File: src/rtl/fb_arb_pkg.sv
// Shared types for the frame-buffer port arbiter: requester tags and arbitration states.
package fb_arb_pkg;

  typedef enum logic [1:0] {
    ID_NONE = 2'd0,
    ID_VGA  = 2'd1,
    ID_BLT  = 2'd2,
    ID_CPU  = 2'd3
  } req_id_t;

  typedef enum logic [1:0] {
    RR_BLT = 2'd0,
    RR_CPU = 2'd1,
    LOCK   = 2'd2
  } arb_state_t;

endpackage

File: src/rtl/fb_rd_tag_pipe.sv
// Fixed-latency shift register of requester tags; the head names the owner of mem_rdata.
module fb_rd_tag_pipe
  import fb_arb_pkg::*;
#(
  parameter int DEPTH = 3
) (
  input  logic    clk,
  input  logic    rst_n,
  input  req_id_t tag_in,
  output req_id_t tag_out
);

  req_id_t stages [DEPTH];

  // NOTE: this array is a handful of flops, not a RAM, so it is cleared on reset;
  // that is what drops in-flight reads when reset hits mid-operation.
  always_ff @(posedge clk or negedge rst_n) begin
    if (!rst_n) begin
      for (int i = 0; i < DEPTH; i++) stages[i] <= ID_NONE;
    end else begin
      stages[0] <= tag_in;
      for (int i = 1; i < DEPTH; i++) stages[i] <= stages[i-1];
    end
  end

  assign tag_out = stages[DEPTH-1];

endmodule

File: src/rtl/fb_port_arbiter.sv
// Single-port frame-buffer arbiter: VGA strict priority, blitter/CPU round-robin with
// bounded blitter burst lock, registered memory command and tagged read-data return.
module fb_port_arbiter
  import fb_arb_pkg::*;
#(
  parameter int AW        = 20,
  parameter int DW        = 16,
  parameter int RD_LAT    = 2,
  parameter int BURST_MAX = 8
) (
  input  logic          clk,
  input  logic          rst_n,
  input  logic          vga_req,
  input  logic [AW-1:0] vga_addr,
  output logic          vga_gnt,
  output logic          vga_rvalid,
  input  logic          blt_req,
  input  logic          blt_we,
  input  logic          blt_lock,
  input  logic [AW-1:0] blt_addr,
  input  logic [DW-1:0] blt_wdata,
  output logic          blt_gnt,
  output logic          blt_rvalid,
  input  logic          cpu_req,
  input  logic          cpu_we,
  input  logic [AW-1:0] cpu_addr,
  input  logic [DW-1:0] cpu_wdata,
  output logic          cpu_gnt,
  output logic          cpu_rvalid,
  output logic [DW-1:0] rdata,
  output logic          mem_ce,
  output logic          mem_we,
  output logic [AW-1:0] mem_addr,
  output logic [DW-1:0] mem_wdata,
  input  logic [DW-1:0] mem_rdata
);

  localparam int CW = $clog2(BURST_MAX + 1);

  arb_state_t    state_q, state_d;
  logic [CW-1:0] burst_q, burst_d, burst_inc;
  logic          any_gnt, sel_we;
  logic [AW-1:0] sel_addr;
  logic [DW-1:0] sel_wdata;
  req_id_t       push_tag, head_tag;

  // NOTE: every output of a combinational block gets a default first, so no path
  // leaves a signal unassigned and no latch is inferred.
  always_comb begin
    vga_gnt = 1'b0;
    blt_gnt = 1'b0;
    cpu_gnt = 1'b0;
    if (rst_n) begin
      if (vga_req)                 vga_gnt = 1'b1;
      else if (state_q == LOCK)    blt_gnt = blt_req;
      else if (state_q == RR_CPU) begin
        if (cpu_req) cpu_gnt = 1'b1;
        else         blt_gnt = blt_req;
      end else begin
        if (blt_req) blt_gnt = 1'b1;
        else         cpu_gnt = cpu_req;
      end
    end
  end

  assign burst_inc = burst_q + 1'b1;

  // VGA grants leave state and burst count untouched, so a preemption never ends a lock.
  always_comb begin
    state_d = state_q;
    burst_d = burst_q;
    case (state_q)
      RR_BLT, RR_CPU: begin
        if (cpu_gnt) begin
          state_d = RR_BLT;
        end else if (blt_gnt) begin
          if (blt_lock && (BURST_MAX > 1)) begin
            state_d = LOCK;
            burst_d = CW'(1);
          end else begin
            state_d = RR_CPU;
          end
        end
      end
      LOCK: begin
        if (blt_gnt) begin
          if (!blt_lock || burst_inc == CW'(BURST_MAX)) begin
            state_d = RR_CPU;
            burst_d = '0;
          end else begin
            burst_d = burst_inc;
          end
        end else if (!vga_gnt && !blt_req) begin
          state_d = RR_CPU;
          burst_d = '0;
        end
      end
      default: begin
        state_d = RR_BLT;
        burst_d = '0;
      end
    endcase
  end

  // Command mux; writes push ID_NONE since they never return data.
  always_comb begin
    any_gnt   = vga_gnt | blt_gnt | cpu_gnt;
    sel_addr  = vga_addr;
    sel_wdata = blt_wdata;
    sel_we    = 1'b0;
    push_tag  = ID_NONE;
    if (vga_gnt) begin
      push_tag = ID_VGA;
    end else if (blt_gnt) begin
      sel_addr  = blt_addr;
      sel_wdata = blt_wdata;
      sel_we    = blt_we;
      push_tag  = blt_we ? ID_NONE : ID_BLT;
    end else if (cpu_gnt) begin
      sel_addr  = cpu_addr;
      sel_wdata = cpu_wdata;
      sel_we    = cpu_we;
      push_tag  = cpu_we ? ID_NONE : ID_CPU;
    end
  end

  // NOTE: clocked state uses non-blocking assignments so every flop samples
  // pre-edge values regardless of statement order.
  always_ff @(posedge clk or negedge rst_n) begin
    if (!rst_n) begin
      state_q   <= RR_BLT;
      burst_q   <= '0;
      mem_ce    <= 1'b0;
      mem_we    <= 1'b0;
      mem_addr  <= '0;
      mem_wdata <= '0;
    end else begin
      state_q <= state_d;
      burst_q <= burst_d;
      mem_ce  <= any_gnt;
      mem_we  <= sel_we;
      if (any_gnt) begin
        mem_addr <= sel_addr;
        if (!vga_gnt) mem_wdata <= sel_wdata;
      end
    end
  end

  fb_rd_tag_pipe #(.DEPTH(RD_LAT + 1)) u_tag_pipe (
    .clk     (clk),
    .rst_n   (rst_n),
    .tag_in  (push_tag),
    .tag_out (head_tag)
  );

  assign vga_rvalid = (head_tag == ID_VGA);
  assign blt_rvalid = (head_tag == ID_BLT);
  assign cpu_rvalid = (head_tag == ID_CPU);
  assign rdata      = mem_rdata;

endmodule

File: config.mk
export PLATFORM = sky130hd
export DESIGN_NAME = fb_port_arbiter
export DESIGN_NICKNAME = d
export VERILOG_FILES = /design/src/rtl/fb_arb_pkg.sv /design/src/rtl/fb_rd_tag_pipe.sv /design/src/rtl/fb_port_arbiter.sv
export SDC_FILE = /design/constraint.sdc
export NUM_CORES = 1
export LEC_CHECK = 0
export ABC_AREA = 0
export BUFFER_PORTS_ARGS = -buffer_cell sky130_fd_sc_hd__buf_2
export CAP_MARGIN = 10
export CORE_MARGIN = 5
export CORE_UTILIZATION = 35
export DETAILED_ROUTE_END_ITERATION = 10
export PLACE_DENSITY = 0.7
export SYNTH_ARGS = -nofsm -noshare
export SYNTH_HDL_FRONTEND = slang
export SYNTH_SLANG_ARGS = --single-unit
File: constraint.sdc
create_clock -name clk -period 1.7 [get_ports clk]
set_input_delay 0.17 -clock clk [delete_from_list [all_inputs] [get_ports clk]]
set_output_delay 0.17 -clock clk [all_outputs]
set_load 0.005 [all_outputs]
==> impl_results.md <==
* Synth area leaders: dfrtp_1 (50%), buf_4 (5.4%), a222oi_1 (5.2%)
* Syn avg cell area at 9.496 um^2
* Antenna Nets Post-Route at 0
* Final Hold Vio Count at 0
* Post-DR vias/cell at 4.949
* GR Overflow Total at 0
* Die W at 94.47 um
* R2R Path Start: state_q[0]
* Share of the synthesized area in the top cell type at 50.10%
* CTS tree: yes
* Final setup vio count at 0
* Worst Max-Slew Pin Slew at 0.6207 ns
* Clock skew at 0.005564 ns
* Post-layout min period at 1.631 ns
* CP max FO at 13
* H-tree depth at 2
* Routed wire length at 7.348 mm
* Sequential area share after synthesis at 50.10%
* Number of antenna violations at the first check in global routing at 0
* Routed WL per cell at 15.00 um
* Top-count cell post-synth: dfrtp_1
* Vias in the first global route at 2,371
* CTS Buf Count at 5
* Layout cells sized above 1 at 44.42%
* Warnings from Yosys at 0
* Post-synth net total at 381
* CP endpoint kind: primary output
* Via count at 2,425
* Tot GR Track Use at 15.83%
* DRT Pass-1 Iters at 6
* Syn-to-layout area delta at 34.72%
* Pwr dens at 985.0 nW/um^2
* Slowest cell delay on critical path at 0.45 ns
* First-pass GRT wire length at 11.20 mm
* DIE HEIGHT at 94.47 um
* Min-Delay Path Class: input port to asynchronous set/reset pin
* Critical Path Source Type: flop
* Port Buffers at 143
* 1st-iter DRT viols at 142
* Worst R2R Path Depth at 6
* Worst path slowest cell: dfrtp_2
* Die area at 8925 um^2
* HPWL after detailed placement at 5.535 mm
* Maximum VDD drop at 372.1 uV
* Util after Layout at 48.98%
* Ys async rst share at 100.0%
* Worst hold slack at 0.02447 ns
* Number of enable flip-flop cells after synthesis at 0
* Ant diodes at 0
* RSZ-0062 raised after global routing: yes
* Routability congestion estimate at 0.7818
* # IOs at 176
* Post-Synthesis Cells at 263
* Row Count at 30
* Crit-path cells: a21boi_2, o21ai_2, inv_2, buf_8, buf_2
* Clock root buffer: clkbuf_8
* Hold buffer count at CTS at 0
* Status: complete, no violations
* Critical path origin: state_q[0]
* Max-slew violation count at 0
* Yosys reg bits at 50
* Sink Count at 50
* Post-synth top cells: dfrtp_1 (50), nor2_1 (28), nand2_1 (26)
* Synth cell types at 39
* Largest buffer count on any clock path at 2
* Worst endpoint required time at 1.53 ns
* Period Utilization, post-route at 95.94%
* Leak at 1.732 nW
* Starting Density at 36.36%
* # DRC at 0
* Worst-Skew Late Latency at 0.30 ns
* Leading area contributor after synthesis: dfrtp_1
* Crit path kind: flop to primary output
* Core Region at 6869 um^2
* Normalized max-slew margin at 58.62%
* R2r endpoint: mem_addr[19]
* Post-Syn Area at 2497 um^2
* R2R Setup Slk at 0.09 ns
* Total Nets Final at 511
* FMAX at 0.6131 GHz
* Primary FF master, synth: dfrtp_1
* Largest net degree at the start of global routing at 51
* Clk pin slew, worst setup/hold paths at 0.09 ns
* WP data arrival at 1.46 ns
* Max-cap viol count at 0
## cell type report
cell class | instances | area (um^2)
Multi-Input combinational cell | 156 | 957.2
Timing Repair Buffer | 153 | 810.8
Sequential cell | 50 | 1254
Clock inverter | 3 | 45.04
Tap cell | 96 | 120.1
Clock buffer | 5 | 68.82
Inverter | 27 | 108.9
Fill cell | 693 | 3505
## worst max-delay path, delay by kind of cell, from the launching register on
family	cells	cell delay, ns
buffers and inverters	3	0.40
AO/OA/AOI/OAI	2	0.31
flip-flops	1	0.45
## registers in the layout, summed over array words and instances (netlist names)
name,flops
burst_q,4
mem_addr,20
mem_ce,1
mem_wdata,16
mem_we,1
state_q,2
u_tag_pipe.stages,4
u_tag_pipe.tag_out,2
## logic make-up (layout without fill, tap and decap cells)
kind of cell	count (synthesis)	in the layout	share of synthesized area, %
AOI/OAI and AO/OA	74	74	20.84
adders and majority gates	2	2	1.002
buffers and inverters	57	188	12.17
DFF	50	50	50.10
and+or+nand+nor	80	80	15.88
## power breakdown
| part | internal (mW) | total (mW) | switching, mW |
|---|---|---|---|
| registers | 1.44 | 1.58 | 0.147 |
| logic | 0.456 | 0.891 | 0.435 |
| clock network | 0.438 | 0.841 | 0.403 |
## worst max-delay path by stage
| stage | endpoint | cells after the start | slack, ns |
|---|---|---|---|
| 4_1_cts | blt_gnt | 5 | 0.01 |
| 3_3_place_gp | mem_addr[19] | 6 | 0.11 |
| 3_5_place_dp | mem_addr[19] | 6 | 0.06 |
| 2_1_floorplan | mem_addr[15] | 6 | 0.24 |
| 5_1_grt | mem_addr[18] | 5 | -0.03 |
| 6_report | cpu_gnt | 5 | 0.07 |
## stage by stage
stage / cells / total power, mW / instance area, um^2 / setup slack (ns) / TNS [ns]
after detailed placement: 479 / 2.479 / 3202 / 0.06431 / 0
after global placement: 479 / 2.453 / 3202 / 0.1091 / 0
final: 490 / 3.314 / 3364 / 0.06903 / 0
after floorplan: 263 / 2.031 / 2497 / 0.2447 / 0
after CTS: 488 / 3.331 / 3331 / 0.01189 / 0
after global routing: 490 / 3.526 / 3364 / -0.03458 / -0.06500
## what timing repair did
| action | 4_1_cts | 5_1_grt |
|---|---|---|
| setup endpoints to repair | 2 | 22 |
| resized for setup | 2 | 8 |
| pin swaps | 0 | 4 |
| buffers inserted | 1 | 2 |
## metal layers
metal	share of wire [%]	track usage, %
met1	41	19.69
met2	50	27.19
met3	8.8	4.781
met4	0.75	3.365
met5	0	0
## cells in the final DEF (no fill, tap or decap), drive strengths merged, types with 2 or more instances in the layout
master,instances
a21boi,3
a21oi,6
a221oi,2
a222oi,13
a22oi,2
a31oi,11
and3,2
and3b,3
buf,153
clkbuf,5
clkinvlp,2
dfrtp,50
ha,2
inv,27
nand2,27
nand2b,3
nand3,2
nor2,28
nor2b,4
nor3,8
o211ai,2
o21ai,18
o221ai,5
o22ai,8
Note: power is estimated with default switching activity, not from simulation.
